--- src/rtl/uart_rx_core.sv ---
`default_nettype none
// ============================================================================
// Module   : uart_rx_core
// Purpose  : 16x-oversampled UART receiver with 2-of-3 bit voting, optional
//            even/odd parity and per-frame parity / stop-bit error strobes.
// Revision : 1.0  initial release
// ============================================================================
module uart_rx_core #(
  parameter int DATA_WIDTH = 8,
  parameter int OVERSAMPLE = 16
) (
  input  logic                  clk,
  input  logic                  rst,
  input  logic                  rx_in,
  input  logic                  par_en,
  input  logic                  par_typ,
  output logic [DATA_WIDTH-1:0] rx_data,
  output logic                  data_valid,
  output logic                  par_err,
  output logic                  stop_err,
  output logic                  busy
);

  localparam int CW = $clog2(OVERSAMPLE);
  localparam int BW = (DATA_WIDTH > 1) ? $clog2(DATA_WIDTH) : 1;

  localparam logic [CW-1:0] c_SMP_LO  = CW'(OVERSAMPLE / 2 - 1);
  localparam logic [CW-1:0] c_SMP_MID = CW'(OVERSAMPLE / 2);
  localparam logic [CW-1:0] c_SMP_DEC = CW'(OVERSAMPLE / 2 + 1);
  localparam logic [CW-1:0] c_SMP_END = CW'(OVERSAMPLE - 1);
  localparam logic [BW-1:0] c_BIT_LAST = BW'(DATA_WIDTH - 1);

  typedef enum logic [2:0] {
    S_IDLE   = 3'd0,
    S_START  = 3'd1,
    S_DATA   = 3'd2,
    S_PARITY = 3'd3,
    S_STOP   = 3'd4
  } state_t;

  state_t                  state_q, state_d;
  logic [1:0]              sync_q, sync_d;
  logic                    rxs_dly_q, rxs_dly_d;
  logic [CW-1:0]           smp_cnt_q, smp_cnt_d;
  logic [BW-1:0]           bit_cnt_q, bit_cnt_d;
  logic [DATA_WIDTH-1:0]   shreg_q, shreg_d;
  logic                    v_lo_q, v_lo_d;
  logic                    v_mid_q, v_mid_d;
  logic                    pen_q, pen_d;
  logic                    ptyp_q, ptyp_d;
  logic                    perr_flag_q, perr_flag_d;
  logic [DATA_WIDTH-1:0]   rx_data_q, rx_data_d;
  logic                    dv_q, dv_d;
  logic                    pe_q, pe_d;
  logic                    se_q, se_d;
  logic                    busy_q, busy_d;

  logic w_rxs;
  logic w_maj;
  logic w_at_dec;
  logic w_at_end;

  assign w_rxs    = sync_q[1];
  assign w_maj    = (v_lo_q & v_mid_q) | (v_lo_q & w_rxs) | (v_mid_q & w_rxs);
  assign w_at_dec = (smp_cnt_q == c_SMP_DEC);
  assign w_at_end = (smp_cnt_q == c_SMP_END);

  always_comb begin
    state_d     = state_q;
    sync_d      = {sync_q[0], rx_in};
    rxs_dly_d   = w_rxs;
    smp_cnt_d   = smp_cnt_q + CW'(1);
    bit_cnt_d   = bit_cnt_q;
    shreg_d     = shreg_q;
    v_lo_d      = (smp_cnt_q == c_SMP_LO)  ? w_rxs : v_lo_q;
    v_mid_d     = (smp_cnt_q == c_SMP_MID) ? w_rxs : v_mid_q;
    pen_d       = pen_q;
    ptyp_d      = ptyp_q;
    perr_flag_d = perr_flag_q;
    rx_data_d   = rx_data_q;
    dv_d        = 1'b0;
    pe_d        = 1'b0;
    se_d        = 1'b0;

    case (state_q)
      S_IDLE: begin
        smp_cnt_d = '0;
        // The detection cycle itself is sample 0 of the start bit.
        if (rxs_dly_q && !w_rxs) begin
          state_d     = S_START;
          smp_cnt_d   = CW'(1);
          bit_cnt_d   = '0;
          pen_d       = par_en;
          ptyp_d      = par_typ;
          perr_flag_d = 1'b0;
        end
      end
      S_START: begin
        if (w_at_dec && w_maj) begin
          state_d   = S_IDLE;
          smp_cnt_d = '0;
        end else if (w_at_end) begin
          state_d   = S_DATA;
          bit_cnt_d = '0;
        end
      end
      S_DATA: begin
        if (w_at_dec) begin
          shreg_d = {w_maj, shreg_q[DATA_WIDTH-1:1]};
        end
        if (w_at_end) begin
          if (bit_cnt_q == c_BIT_LAST) begin
            state_d   = pen_q ? S_PARITY : S_STOP;
            bit_cnt_d = '0;
          end else begin
            bit_cnt_d = bit_cnt_q + BW'(1);
          end
        end
      end
      S_PARITY: begin
        if (w_at_dec && (w_maj != (^shreg_q ^ ptyp_q))) begin
          perr_flag_d = 1'b1;
        end
        if (w_at_end) begin
          state_d = S_STOP;
        end
      end
      S_STOP: begin
        // Leave at the decision point so a start edge late in the stop bit is caught.
        if (w_at_dec) begin
          state_d   = S_IDLE;
          smp_cnt_d = '0;
          se_d      = ~w_maj;
          pe_d      = perr_flag_q;
          if (w_maj && !perr_flag_q) begin
            rx_data_d = shreg_q;
            dv_d      = 1'b1;
          end
        end
      end
      default: begin
        state_d   = S_IDLE;
        smp_cnt_d = '0;
      end
    endcase

    busy_d = (state_d != S_IDLE);
  end

  always_ff @(posedge clk or negedge rst) begin
    if (!rst) begin
      state_q     <= S_IDLE;
      sync_q      <= 2'b11;
      rxs_dly_q   <= 1'b1;
      smp_cnt_q   <= '0;
      bit_cnt_q   <= '0;
      shreg_q     <= '0;
      v_lo_q      <= 1'b1;
      v_mid_q     <= 1'b1;
      pen_q       <= 1'b0;
      ptyp_q      <= 1'b0;
      perr_flag_q <= 1'b0;
      rx_data_q   <= '0;
      dv_q        <= 1'b0;
      pe_q        <= 1'b0;
      se_q        <= 1'b0;
      busy_q      <= 1'b0;
    end else begin
      state_q     <= state_d;
      sync_q      <= sync_d;
      rxs_dly_q   <= rxs_dly_d;
      smp_cnt_q   <= smp_cnt_d;
      bit_cnt_q   <= bit_cnt_d;
      shreg_q     <= shreg_d;
      v_lo_q      <= v_lo_d;
      v_mid_q     <= v_mid_d;
      pen_q       <= pen_d;
      ptyp_q      <= ptyp_d;
      perr_flag_q <= perr_flag_d;
      rx_data_q   <= rx_data_d;
      dv_q        <= dv_d;
      pe_q        <= pe_d;
      se_q        <= se_d;
      busy_q      <= busy_d;
    end
  end

  assign rx_data    = rx_data_q;
  assign data_valid = dv_q;
  assign par_err    = pe_q;
  assign stop_err   = se_q;
  assign busy       = busy_q;

endmodule
`default_nettype wire

--- config.mk ---
export PLATFORM = sky130hd
export DESIGN_NAME = uart_rx_core
export DESIGN_NICKNAME = d
export VERILOG_FILES = /design/src/rtl/uart_rx_core.sv
export SDC_FILE = /design/constraint.sdc
export NUM_CORES = 1
export LEC_CHECK = 0
export ABC_AREA = 0
export BUFFER_PORTS_ARGS = -buffer_cell sky130_fd_sc_hd__buf_4
export CAP_MARGIN = 15
export CORE_MARGIN = 2
export CORE_UTILIZATION = 52
export CTS_CLUSTER_SIZE = 40
export DETAILED_ROUTE_END_ITERATION = 8
export PLACE_DENSITY = 0.74
export SLEW_MARGIN = 20
export SYNTH_ARGS = -nofsm -noshare
export SYNTH_HDL_FRONTEND = slang
export SYNTH_SLANG_ARGS = --single-unit
--- constraint.sdc ---
create_clock -name clk -period 1.98 [get_ports clk]
set_input_delay 0.396 -clock clk [delete_from_list [all_inputs] [get_ports clk]]
set_output_delay 0.396 -clock clk [all_outputs]
set_load 0.01 [all_outputs]
==> metrics <==
area delta synth->final=16.9%; PwrDens=996 nW/um^2; most frequent cells in the layout=32 x dfrtp_1, 22 x mux2_2, 22 x buf_4; GR Overflow Total=0; simple-gate area share of the yosys netlist=0.122; crit share post-route=0.962; sequential fraction of the synthesis area=0.554; H-tree depth=2; Detailed Place HPWL=2.01 mm; CP peak stage delay=0.48 ns; r2r setup slk=0.08 ns; Post-DP Area=1900 sq um; synthesized instance count=132; VDD IR max=0.000488 V; Synth cell types=37; number of antenna diodes=0; Primary FF master, synth=dfrtp_1; warnings from Yosys=0; post-route ant nets=0; DRT iter0 DRCs=27; CP bufs+invs=0; Global Route Usage Sum=0.186; Core Rows=20; via count=1056; number of global-route vias before repair=1076; post-synthesis compound-gate area fraction=0.0434; first-pass GRT wire length=5.00 mm; Post-synth EDFFs=0; Final TNS setup=0 ns; mux contribution to synthesized area=0.149; max cap viols=0; Ports=17; Worst R2R Path Depth=5; post-layout min period=1.90 ns; post-synthesis register bit count=38; DR DRC count=0; WP data arrival=2.14 ns; DRT Pass-1 Iters=3; Clock Root Buffer=clkbuf_4; Slew headroom=0.636; DR vias/cell=5.20; CP Data Required Time=2.22 ns; clk_skew=0.00996 ns; Worst Setup Path Type=reg2reg; number of CTS-inserted buffers=5; synthesized area=1730 sq um; RR Startpoint=smp_cnt_q[1]; Finished Cell Area=2020 sq um; Worst Setup SP=smp_cnt_q[1]; Hold Vio Cnt, Final=0; post-synthesis adder-cell area fraction=0.0420; Largest delay share family, worst path=simple AND/OR/NAND/NOR gates; initial antenna violation count=0; reg-to-reg endpoint=busy; Worst Setup End Kind=register; TritonCTS clock tree=done; critical path depth=5; worst slew pin tran=0.542 ns; Die Span Y=61.6 microns; synthesized area per cell=13.1 sq um; Port Buffer Count=16; Max Slew Vio Count=0; Routed wire per std cell=14.2 microns; nets=168; Static Leakage=0.000959 uW; Clk Latency, worst-skew pair=0.35 ns; Post-Synth XOR/XNOR Area=0.0587; Post-synth ARST share=1.00; unrepaired setup endpoints after global routing=no; Worst Path Max Fanout=6; Slowest cell on crit path=or4_4; Routed Wire Length=2.88 mm; commonest non-fill, non-tap cell in the layout=dfrtp_1; share of layout cells above drive strength 1=0.447; die width=61.6 microns; Critical Path Sink=busy; fmax=525 MHz; CTS Buffer Depth=2; Syn Nets=142; CTS clock-pin slew for the worst setup and hold paths=0.10 ns; Initial Utilization=0.557; combinational family with the most area after synthesis=multiplexers; Setup-failing EPs final=0; die area=3800 sq um; RD Place Congestion=0.803; CP Launch Type=register; Hold Path Class=in2reg; status=finished clean; worst path cell trace=ha_2 > and3_2 > nor3_2 > or4_4 > or3_4; clk sinks=38; area of the core=3100 sq um; largest net degree at the start of global routing=39
[Yosys cell counts (2+ instances only)]
cell type,n,share of area
mux2_2,22,0.14
xor2_1,2,0.010
buf_4,2,0.0087
nor2b_1,3,0.011
ha_1,5,0.036
dfstp_2,5,0.076
or3_1,2,0.0072
nor4_1,2,0.0072
xnor2_1,7,0.035
a211oi_1,2,0.0087
inv_1,6,0.013
nand3_1,5,0.014
nand2_1,4,0.0087
dfrtp_1,33,0.48
o22ai_1,2,0.0072
and3b_1,2,0.010
nor2_1,8,0.017
[report_power, final]
group | switching, uW | internal [uW] | total (uW)
registers | 103 | 916 | 1020
logic | 277 | 295 | 572
clock network | 252 | 171 | 423
[kinds of logic (layout without fill, tap and decap cells)]
| kind of cell | after synthesis | count (layout) |
|---|---|---|
| DFF | 38 | 38 |
| muxes | 23 | 23 |
| AOI/OAI and AO/OA | 10 | 10 |
| xor gates and xnor gates | 10 | 10 |
| adders and majority gates | 6 | 6 |
| and+or+nand+nor | 35 | 35 |
| buffers and inverters | 10 | 37 |
[per-layer routing]
layer  GRT usage  routed length (microns)  vias to the layer above
met1       0.244                     1340                      514
met5           0                        0                        -
li1            -                        -                      517
met2       0.272                     1350                       19
met3      0.0693                      134                        6
met4      0.0912                       59                        0
[registers in the layout, summed over array words and instances, names as in the netlist, 2 cells and up]
| signal | count |
|---|---|
| bit_cnt_q | 3 |
| rx_data | 8 |
| shreg_q | 8 |
| smp_cnt_q | 4 |
| state_q | 3 |
| sync_q | 2 |
[worst min path at each step]
stage / startpoint / endpoint / slack, ns / cells past startpoint
2_1_floorplan: rst / bit_cnt_q[0] / 0.10 / 0
3_3_place_gp: sync_q[0] / sync_q[1] / 0.35 / 0
3_5_place_dp: sync_q[0] / sync_q[1] / 0.35 / 0
4_1_cts: rx_in / sync_q[0] / 0.13 / 1
5_1_grt: rx_in / sync_q[0] / 0.11 / 1
6_report: rx_in / sync_q[0] / 0.15 / 1
[metrics by stage]
| step | cells | power (uW) | setup slack [ns] | hold WS (ns) | util |
|---|---|---|---|---|---|
| CTS | 201 | 1990 | 0.00988 | 0.134 | 0.637 |
| finish | 203 | 2010 | 0.0756 | 0.148 | 0.651 |
| floorplan | 132 | 1410 | 0.138 | 0.100 | - |
| detailed placement | 192 | 1560 | 0.0289 | 0.349 | 0.613 |
| global placement | 192 | 1530 | 0.104 | 0.347 | 0.613 |
| global route | 203 | 2170 | 0.000862 | 0.110 | 0.651 |
[layout make-up]
cell class              count  area [sq um]
repair buffers             23           175
multi-input cells          84           746
clock buffers               6          51.3
well taps                  44          55.1
clock inverters             2          12.5
fillers                   264          1080
flip-flops and latches     38           958
inverters                   6          22.5
[repair_timing]
| action | in CTS | in global routing |
|---|---|---|
| endpoints found under the setup margin | 0 | 14 |
| endpoints found under the hold margin | 22 | 0 |
| hold buffers | 1 | 0 |
| resized for setup | 0 | 10 |
| buffers inserted | 0 | 2 |
No activity file was read; power rests on OpenSTA's default activity.
